## config.mk

```make
export PLATFORM = sky130hd
export DESIGN_NAME = pool_window_serializer
export DESIGN_NICKNAME = d
export VERILOG_FILES = /design/src/rtl/pool_window_serializer_pkg.sv /design/src/rtl/pool_window_serializer_line_buffer.sv /design/src/rtl/pool_window_serializer.sv
export SDC_FILE = /design/constraint.sdc
export NUM_CORES = 1
export LEC_CHECK = 0
export BUFFER_PORTS_ARGS = -buffer_cell sky130_fd_sc_hd__buf_2
export CAP_MARGIN = 10
export CORE_UTILIZATION = 65
export DETAILED_ROUTE_END_ITERATION = 6
export PLACE_DENSITY = 0.83
export RECOVER_POWER = 25
export SLEW_MARGIN = 30
export SYNTH_ARGS = -nofsm -noshare
export SYNTH_HDL_FRONTEND = slang
export SYNTH_HIERARCHICAL = 1
export SYNTH_SLANG_ARGS = --single-unit
```

## constraint.sdc

```tcl
create_clock -name clk -period 7.7 [get_ports clk]
set_input_delay 1.54 -clock clk [delete_from_list [all_inputs] [get_ports clk]]
set_output_delay 1.54 -clock clk [all_outputs]
set_load 0.1 [all_outputs]
```

## src/rtl/pool_window_serializer_pkg.sv

```systemverilog
// Shared types for the 2x2 pooling window serializer: FSM states, window
// sample order and the default pixel width.
package pool_window_serializer_pkg;

    localparam int DATA_W_DEF = 8;

    typedef enum logic [2:0] {
        ST_FILL   = 3'd0,
        ST_PAIR_A = 3'd1,
        ST_PAIR_B = 3'd2,
        ST_EMIT0  = 3'd3,
        ST_EMIT1  = 3'd4,
        ST_EMIT2  = 3'd5,
        ST_EMIT3  = 3'd6,
        ST_DROP   = 3'd7
    } state_e;

    // Order in which the four samples of a window leave the block.
    typedef enum logic [1:0] {
        WIN_TL = 2'd0,
        WIN_TR = 2'd1,
        WIN_BL = 2'd2,
        WIN_BR = 2'd3
    } win_pos_e;

    function automatic logic is_emit(input state_e s);
        return (s == ST_EMIT0) || (s == ST_EMIT1) || (s == ST_EMIT2) || (s == ST_EMIT3);
    endfunction

endpackage

```

## src/rtl/pool_window_serializer_line_buffer.sv

```systemverilog
// One-row pixel store: synchronous write, combinational read so the top can
// register the selected pixel directly into its output.
module pool_window_serializer_line_buffer #(
    parameter int IMG_W  = 8,
    parameter int DATA_W = 8,
    parameter int ADDR_W = (IMG_W > 1) ? $clog2(IMG_W) : 1
) (
    input  logic              clk,
    input  logic              wr_en_i,
    input  logic [ADDR_W-1:0] wr_addr_i,
    input  logic [DATA_W-1:0] wr_data_i,
    input  logic [ADDR_W-1:0] rd_addr_i,
    output logic [DATA_W-1:0] rd_data_o
);

    logic [DATA_W-1:0] mem_q [IMG_W];

    always_ff @(posedge clk) begin
        if (wr_en_i) begin
            mem_q[wr_addr_i] <= wr_data_i;
        end
    end

    assign rd_data_o = mem_q[rd_addr_i];

endmodule

```

## src/rtl/pool_window_serializer.sv

```systemverilog
// Feeds the 2x2 max-pool stage: buffers even rows, then replays each 2x2
// window as TL, TR, BL, BR on four back-to-back cycles. Bypass mode is a
// one-cycle registered pass-through.
module pool_window_serializer
    import pool_window_serializer_pkg::*;
#(
    parameter int IMG_W  = 8,
    parameter int IMG_H  = 8,
    parameter int DATA_W = DATA_W_DEF
) (
    input  logic                     clk,
    input  logic                     reset,
    input  logic                     pool_en,
    input  logic signed [DATA_W-1:0] in,
    input  logic                     in_valid,
    output logic                     in_ready,
    output logic signed [DATA_W-1:0] out,
    output logic                     out_en,
    output logic                     out_mp,
    output logic                     frame_done
);

    localparam int COL_W = (IMG_W > 1) ? $clog2(IMG_W) : 1;
    localparam int ROW_W = (IMG_H > 1) ? $clog2(IMG_H) : 1;
    localparam logic [COL_W-1:0] COL_LAST = COL_W'(IMG_W - 1);
    localparam logic [ROW_W-1:0] ROW_LAST = ROW_W'(IMG_H - 1);
    localparam logic [COL_W-1:0] COL_ONE  = COL_W'(1);
    localparam bit               ODD_H    = (IMG_H % 2) == 1;

    state_e            state_q;
    logic [COL_W-1:0]  col_q, col_d;
    logic [ROW_W-1:0]  row_q, row_d;
    logic [COL_W-1:0]  base_q;
    logic              mode_q;
    logic [DATA_W-1:0] hold_a_q, hold_b_q;
    logic [DATA_W-1:0] out_q;
    logic              out_en_q, out_mp_q, frame_done_q;
    logic              byp_last_q;

    logic              xfer, col_end, frame_end, at_start, mode_eff;
    logic [COL_W-1:0]  rd_addr;
    logic [DATA_W-1:0] rd_data;
    win_pos_e          sample_sel;
    logic [DATA_W-1:0] win_sample;

    assign in_ready  = !is_emit(state_q);
    assign xfer      = in_valid && in_ready;
    assign col_end   = (col_q == COL_LAST);
    assign frame_end = col_end && (row_q == ROW_LAST);
    assign at_start  = (col_q == '0) && (row_q == '0);
    // The first pixel of a frame already runs in the newly requested mode.
    assign mode_eff  = at_start ? pool_en : mode_q;

    always_comb begin
        col_d = col_q + COL_ONE;
        row_d = row_q;
        if (col_end) begin
            col_d = '0;
            row_d = (row_q == ROW_LAST) ? '0 : row_q + ROW_W'(1);
        end
    end

    // Top-row pixels sit at base (even) and base+1 (odd) of the line buffer.
    assign rd_addr = (state_q == ST_PAIR_B) ? (col_q & ~COL_ONE) : (base_q | COL_ONE);

    pool_window_serializer_line_buffer #(
        .IMG_W  (IMG_W),
        .DATA_W (DATA_W),
        .ADDR_W (COL_W)
    ) u_line_buffer (
        .clk       (clk),
        .wr_en_i   (xfer && (state_q == ST_FILL)),
        .wr_addr_i (col_q),
        .wr_data_i (in),
        .rd_addr_i (rd_addr),
        .rd_data_o (rd_data)
    );

    always_comb begin
        sample_sel = WIN_TL;
        case (state_q)
            ST_EMIT0: sample_sel = WIN_TR;
            ST_EMIT1: sample_sel = WIN_BL;
            ST_EMIT2: sample_sel = WIN_BR;
            default:  sample_sel = WIN_TL;
        endcase
        win_sample = rd_data;
        case (sample_sel)
            WIN_BL:  win_sample = hold_a_q;
            WIN_BR:  win_sample = hold_b_q;
            default: win_sample = rd_data;
        endcase
    end

    always_ff @(posedge clk) begin
        if (reset) begin
            state_q      <= ST_FILL;
            col_q        <= '0;
            row_q        <= '0;
            base_q       <= '0;
            mode_q       <= 1'b0;
            hold_a_q     <= '0;
            hold_b_q     <= '0;
            out_q        <= '0;
            out_en_q     <= 1'b0;
            out_mp_q     <= 1'b0;
            frame_done_q <= 1'b0;
            byp_last_q   <= 1'b0;
        end else begin
            out_en_q     <= 1'b0;
            out_mp_q     <= 1'b0;
            frame_done_q <= byp_last_q;
            byp_last_q   <= 1'b0;
            if (xfer) begin
                col_q <= col_d;
                row_q <= row_d;
            end
            case (state_q)
                ST_FILL: begin
                    if (xfer) begin
                        if (at_start) begin
                            mode_q <= pool_en;
                        end
                        if (!mode_eff) begin
                            out_q      <= in;
                            out_en_q   <= 1'b1;
                            byp_last_q <= frame_end;
                        end else if (col_end) begin
                            state_q <= ST_PAIR_A;
                        end
                    end
                end
                ST_PAIR_A: begin
                    if (xfer) begin
                        hold_a_q <= in;
                        state_q  <= ST_PAIR_B;
                    end
                end
                ST_PAIR_B: begin
                    if (xfer) begin
                        hold_b_q <= in;
                        base_q   <= col_q & ~COL_ONE;
                        out_q    <= win_sample;
                        out_en_q <= 1'b1;
                        out_mp_q <= 1'b1;
                        state_q  <= ST_EMIT0;
                    end
                end
                ST_EMIT0, ST_EMIT1, ST_EMIT2: begin
                    out_q    <= win_sample;
                    out_en_q <= 1'b1;
                    out_mp_q <= 1'b1;
                    state_q  <= state_e'(state_q + 3'd1);
                end
                ST_EMIT3: begin
                    // Counters already advanced past the PAIR_B pixel.
                    if (col_q != '0) begin
                        state_q <= ST_PAIR_A;
                    end else if (ODD_H && (row_q == ROW_LAST)) begin
                        state_q <= ST_DROP;
                    end else begin
                        state_q      <= ST_FILL;
                        frame_done_q <= (row_q == '0);
                    end
                end
                ST_DROP: begin
                    if (xfer && frame_end) begin
                        state_q      <= ST_FILL;
                        frame_done_q <= 1'b1;
                    end
                end
                default: state_q <= ST_FILL;
            endcase
        end
    end

    assign out        = out_q;
    assign out_en     = out_en_q;
    assign out_mp     = out_mp_q;
    assign frame_done = frame_done_q;

endmodule

```

==> results.txt <==
----------------------------------------------------
[Final layout]
  Share of layout cells above drive strength 1 ... 16.5%
  Layout fillers ... 428
  Post-layout instance area ... about 5000 µm²
  Antenna diode instance count ... 0
  Net count reported at finish ... 395
  Area overhead of the layout relative to synthesis ... 7.36%

[Setup path]
  Nature of the critical path endpoint ... primary output
  Startpoint types ... flip-flop
  Worst-path maximum fanout ... 16
  Worst Path Arrival ... 2.22 ns
  Worst path slowest cell ... buf_2
  Critical path type ... reg2out
  Longest individual stage delay on the worst path ... between 0.4 and 0.5 ns
  Data required time at the worst endpoint ... 6.16 ns
  Cell-by-cell trace of the critical path ... inv_1 -> ha_1 -> nor4b_4 -> or2_2 -> buf_2

[Clock tree]
  CTS root buf ... clkbuf_8
  Number of H-tree branching levels ... 3
  Clock latency on the worst-skew pair ... approximately 0.36 ns
  Clock tree from TritonCTS ... done
  CTS Buf Count ... 9
  Clock sink total ... 104
  Clock transition at the registers of the reported paths ... roughly 0.090 ns
  CTS Hold Bufs ... 0
  Cts repair resizes ... 0
  Post-CTS Setup Bufs ... 0
  Clock tree buffer depth ... 2

[Placed design]
  DP Worst Slack ... 4.25 ns
  Cell area after placement ... between 4000 and 5000 µm²
  DP Wirelength ... around 6100 µm
  Count of input and output buffers ... 23
  Final GP Congestion ... between 0.8 and 0.9

[Power and ir drop]
  Post-route total power ... 1.53 mW
  Net load switching power ... about 0.55 mW
  Cell area power density ... 306 nW/µm²
  Comb pwr share ... between 30% and 40%
  Worst voltage drop across the vdd grid ... roughly 0.15 mV
  Clock network fraction of design power ... around a quarter
  Share of total power in sequential cells ... 44.3%
  Cell-internal power ... ~0.98 mW
  Switching part of the total ... 36.3%
  Total leakage power ... 1.77 nW

[Timing]
  Worst slew margin relative to its limit ... 36.9%
  Worst clock skew ... 0.0136 ns
  Peak clock frequency supported by timing ... 0.266 GHz
  Setup repair after global routing missed its margin ... false
  Worst Setup Slack, final ... approximately 3.9 ns
  Fin crit share ... 48.9%
  Count of pins over their slew limit ... 0
  Endpoints failing hold ... 0
  Worst-Margin Slew ... 0.943 ns
  Min Tclk post-route ... 3.76 ns
  Total Neg Setup Slack ... 0 ns
  Hold Slack ... 0.460 ns
  Finish-stage setup viols ... 0

[Yosys]
  Part of the Yosys area used for sequential elements ... 58.4%
  Count of flip-flops with a built-in enable after synthesis ... 64
  Fraction of synthesis flops using an asynchronous set or reset pin ... 0%
  Post-synth design cell area ... 4660 µm²
  Number of warning messages in the yosys log ... 6
  Unique cell type count in the Yosys netlist ... 51
  Post-Syn Area per Cell ... 13.1 µm²
  Syn_nets ... 379
  FF+latch count, synth ... 104
  Synth Instances ... 355
  Top FF cell, synth ... edfxtp_1

[Global routing]
  Aggregate global-route resource usage ... 27.8%
  Initial antenna violation count ... 0
  Maximum number of pins on one net before global-route repair ... 35
  Wire length of the first global-routing pass ... 15,000 µm
  Global route total overflow ... 0
  Number of global-route vias before repair ... around 3,000

[Hold path]
  Class of the tightest hold or removal check ... reg2reg

[Route]
  Number of nets with antenna violations after routing ... 0
  Iteration-0 DRC Markers ... 229
  Detailed-router iteration count before antenna repair ... 5
  Wire length after detailed routing ... ~9000 µm
  Residual DRC count ... 0
  Via count ... 2,930
  Avg WL per Cell ... 19.6 µm
  Drt via density ... 6.21

[Floorplan]
  Initial core utilization ... roughly 68%
  Die Footprint ... ~7500 µm²
  Boundary Pins ... 24
  Number of cell rows ... 30
  Height of the die ... ~87 µm
  Die X-Extent ... just under 90 µm
  Core Region ... slightly below 7000 µm²

[Job]
  Count of maximum capacitance violations ... 0

[Status]
  Run status ... finished clean

----------------------------------------------------
through the flow:
step                      utilization [%]  std cells
after floorplan                         -        355
after global placement               69.5        456
after detailed placement             69.6        456
after CTS                            72.9        472
after global routing                 72.8        472
final                                72.8        472
cells in the mapped netlist (3+ instances only):
| cell | number | area (µm²) |
|---|---|---|
| a21oi_1 | 36 | 180 |
| a22o_1 | 16 | 140 |
| a22oi_1 | 8 | 60.1 |
| buf_2 | 4 | 20.0 |
| buf_6 | 4 | 45.0 |
| clkbuf_1 | 6 | 22.5 |
| dfxtp_1 | 40 | 801 |
| edfxtp_1 | 64 | 1920 |
| ha_1 | 12 | 150 |
| inv_1 | 10 | 37.5 |
| mux2_2 | 8 | 90.1 |
| mux2i_1 | 3 | 30.0 |
| mux4_1 | 15 | 394 |
| nand2_1 | 47 | 176 |
| nand2b_1 | 5 | 31.3 |
| nor2_1 | 26 | 97.6 |
| nor3_1 | 4 | 20.0 |
| o21ai_0 | 5 | 25.0 |
metal layers:
| metal | track usage, % | wire length (µm) | up-vias |
|---|---|---|---|
| met4 | 13.6 | 291 | 0 |
| met2 | 47.6 | 4780 | 125 |
| met1 | 32.8 | 3610 | 1426 |
| li1 | - | - | 1358 |
| met5 | 0 | 0 | - |
| met3 | 6.86 | 579 | 21 |
power groups by stage:
stage | combinational, mW | clock, mW | sequential (mW)
finish | 0.489 | 0.363 | 0.678
global route | 0.517 | 0.390 | 0.684
CTS | 0.489 | 0.371 | 0.677
detailed placement | 0.487 | 0 | 0.689
global placement | 0.476 | 0 | 0.687
floorplan | 0.259 | 0 | 0.845
critical path, delay by kind of cell, from the launching register on:
kind | cells | cell delay (ns)
buffers and inverters | 2 | 0.51
adder cells (fa/ha/maj) | 1 | 0.42
AND/OR/NAND/NOR | 2 | 0.54
flip-flops | 1 | 0.39
sequential cells by signal, summed over array words and instances (netlist names):
name	count
frame_done	1
row_q	3
out_en	1
out	8
mode_q	1
u_line_buffer/mem_q	64
byp_last_q	1
hold_a_q	8
base_q	2
state_q	3
out_mp	1
col_q	3
hold_b_q	8
worst paths after layout:
check / startpoint / endpoint / slack (ns) / cells after the start
worst max-delay path: state_q[1] / in_ready / 3.94 / 5
worst min-delay path: hold_b_q[2] / hold_b_q[2] / 0.46 / 2
worst max register to register: state_q[2] / out[5] / 4.19 / 9
worst min register to register: hold_b_q[2] / hold_b_q[2] / 0.46 / 2
cells by family (layout without fill, tap and decap cells):
logic type | Yosys count | in the layout | share of synthesized area [%]
DFF | 104 | 104 | 58.4
and+or+nand+nor | 103 | 103 | 10.9
AOI/OAI and AO/OA | 78 | 78 | 11.8
buffers and inverters | 30 | 51 | 3.68
muxes | 28 | 28 | 12.0
adders and majority gates | 12 | 12 | 3.22
placed cells by master (no fill, tap or decap), drive strengths merged, types with 4 or more instances in the layout:
cell    instances
dfxtp          40
buf            17
o21ai           8
mux4           16
clkbuf         19
mux2i           4
edfxtp         64
a22oi           8
nand2          47
a21oi          36
nor3            4
a22o           16
nor2           28
ha             12
mux2            8
nand2b          5
inv            11
final cells by class:
cell class,instances,area (µm²),area share (%)
flip-flops and latches,104,2720,54.4
clock buffers,12,178,3.55
multi-input cells,221,1780,35.5
repair buffers,24,114,2.28
inverters,11,41.3,0.825
well taps,96,120,2.40
clock inverters,4,48.8,0.975
Note: power is estimated with default switching activity, not from simulation.
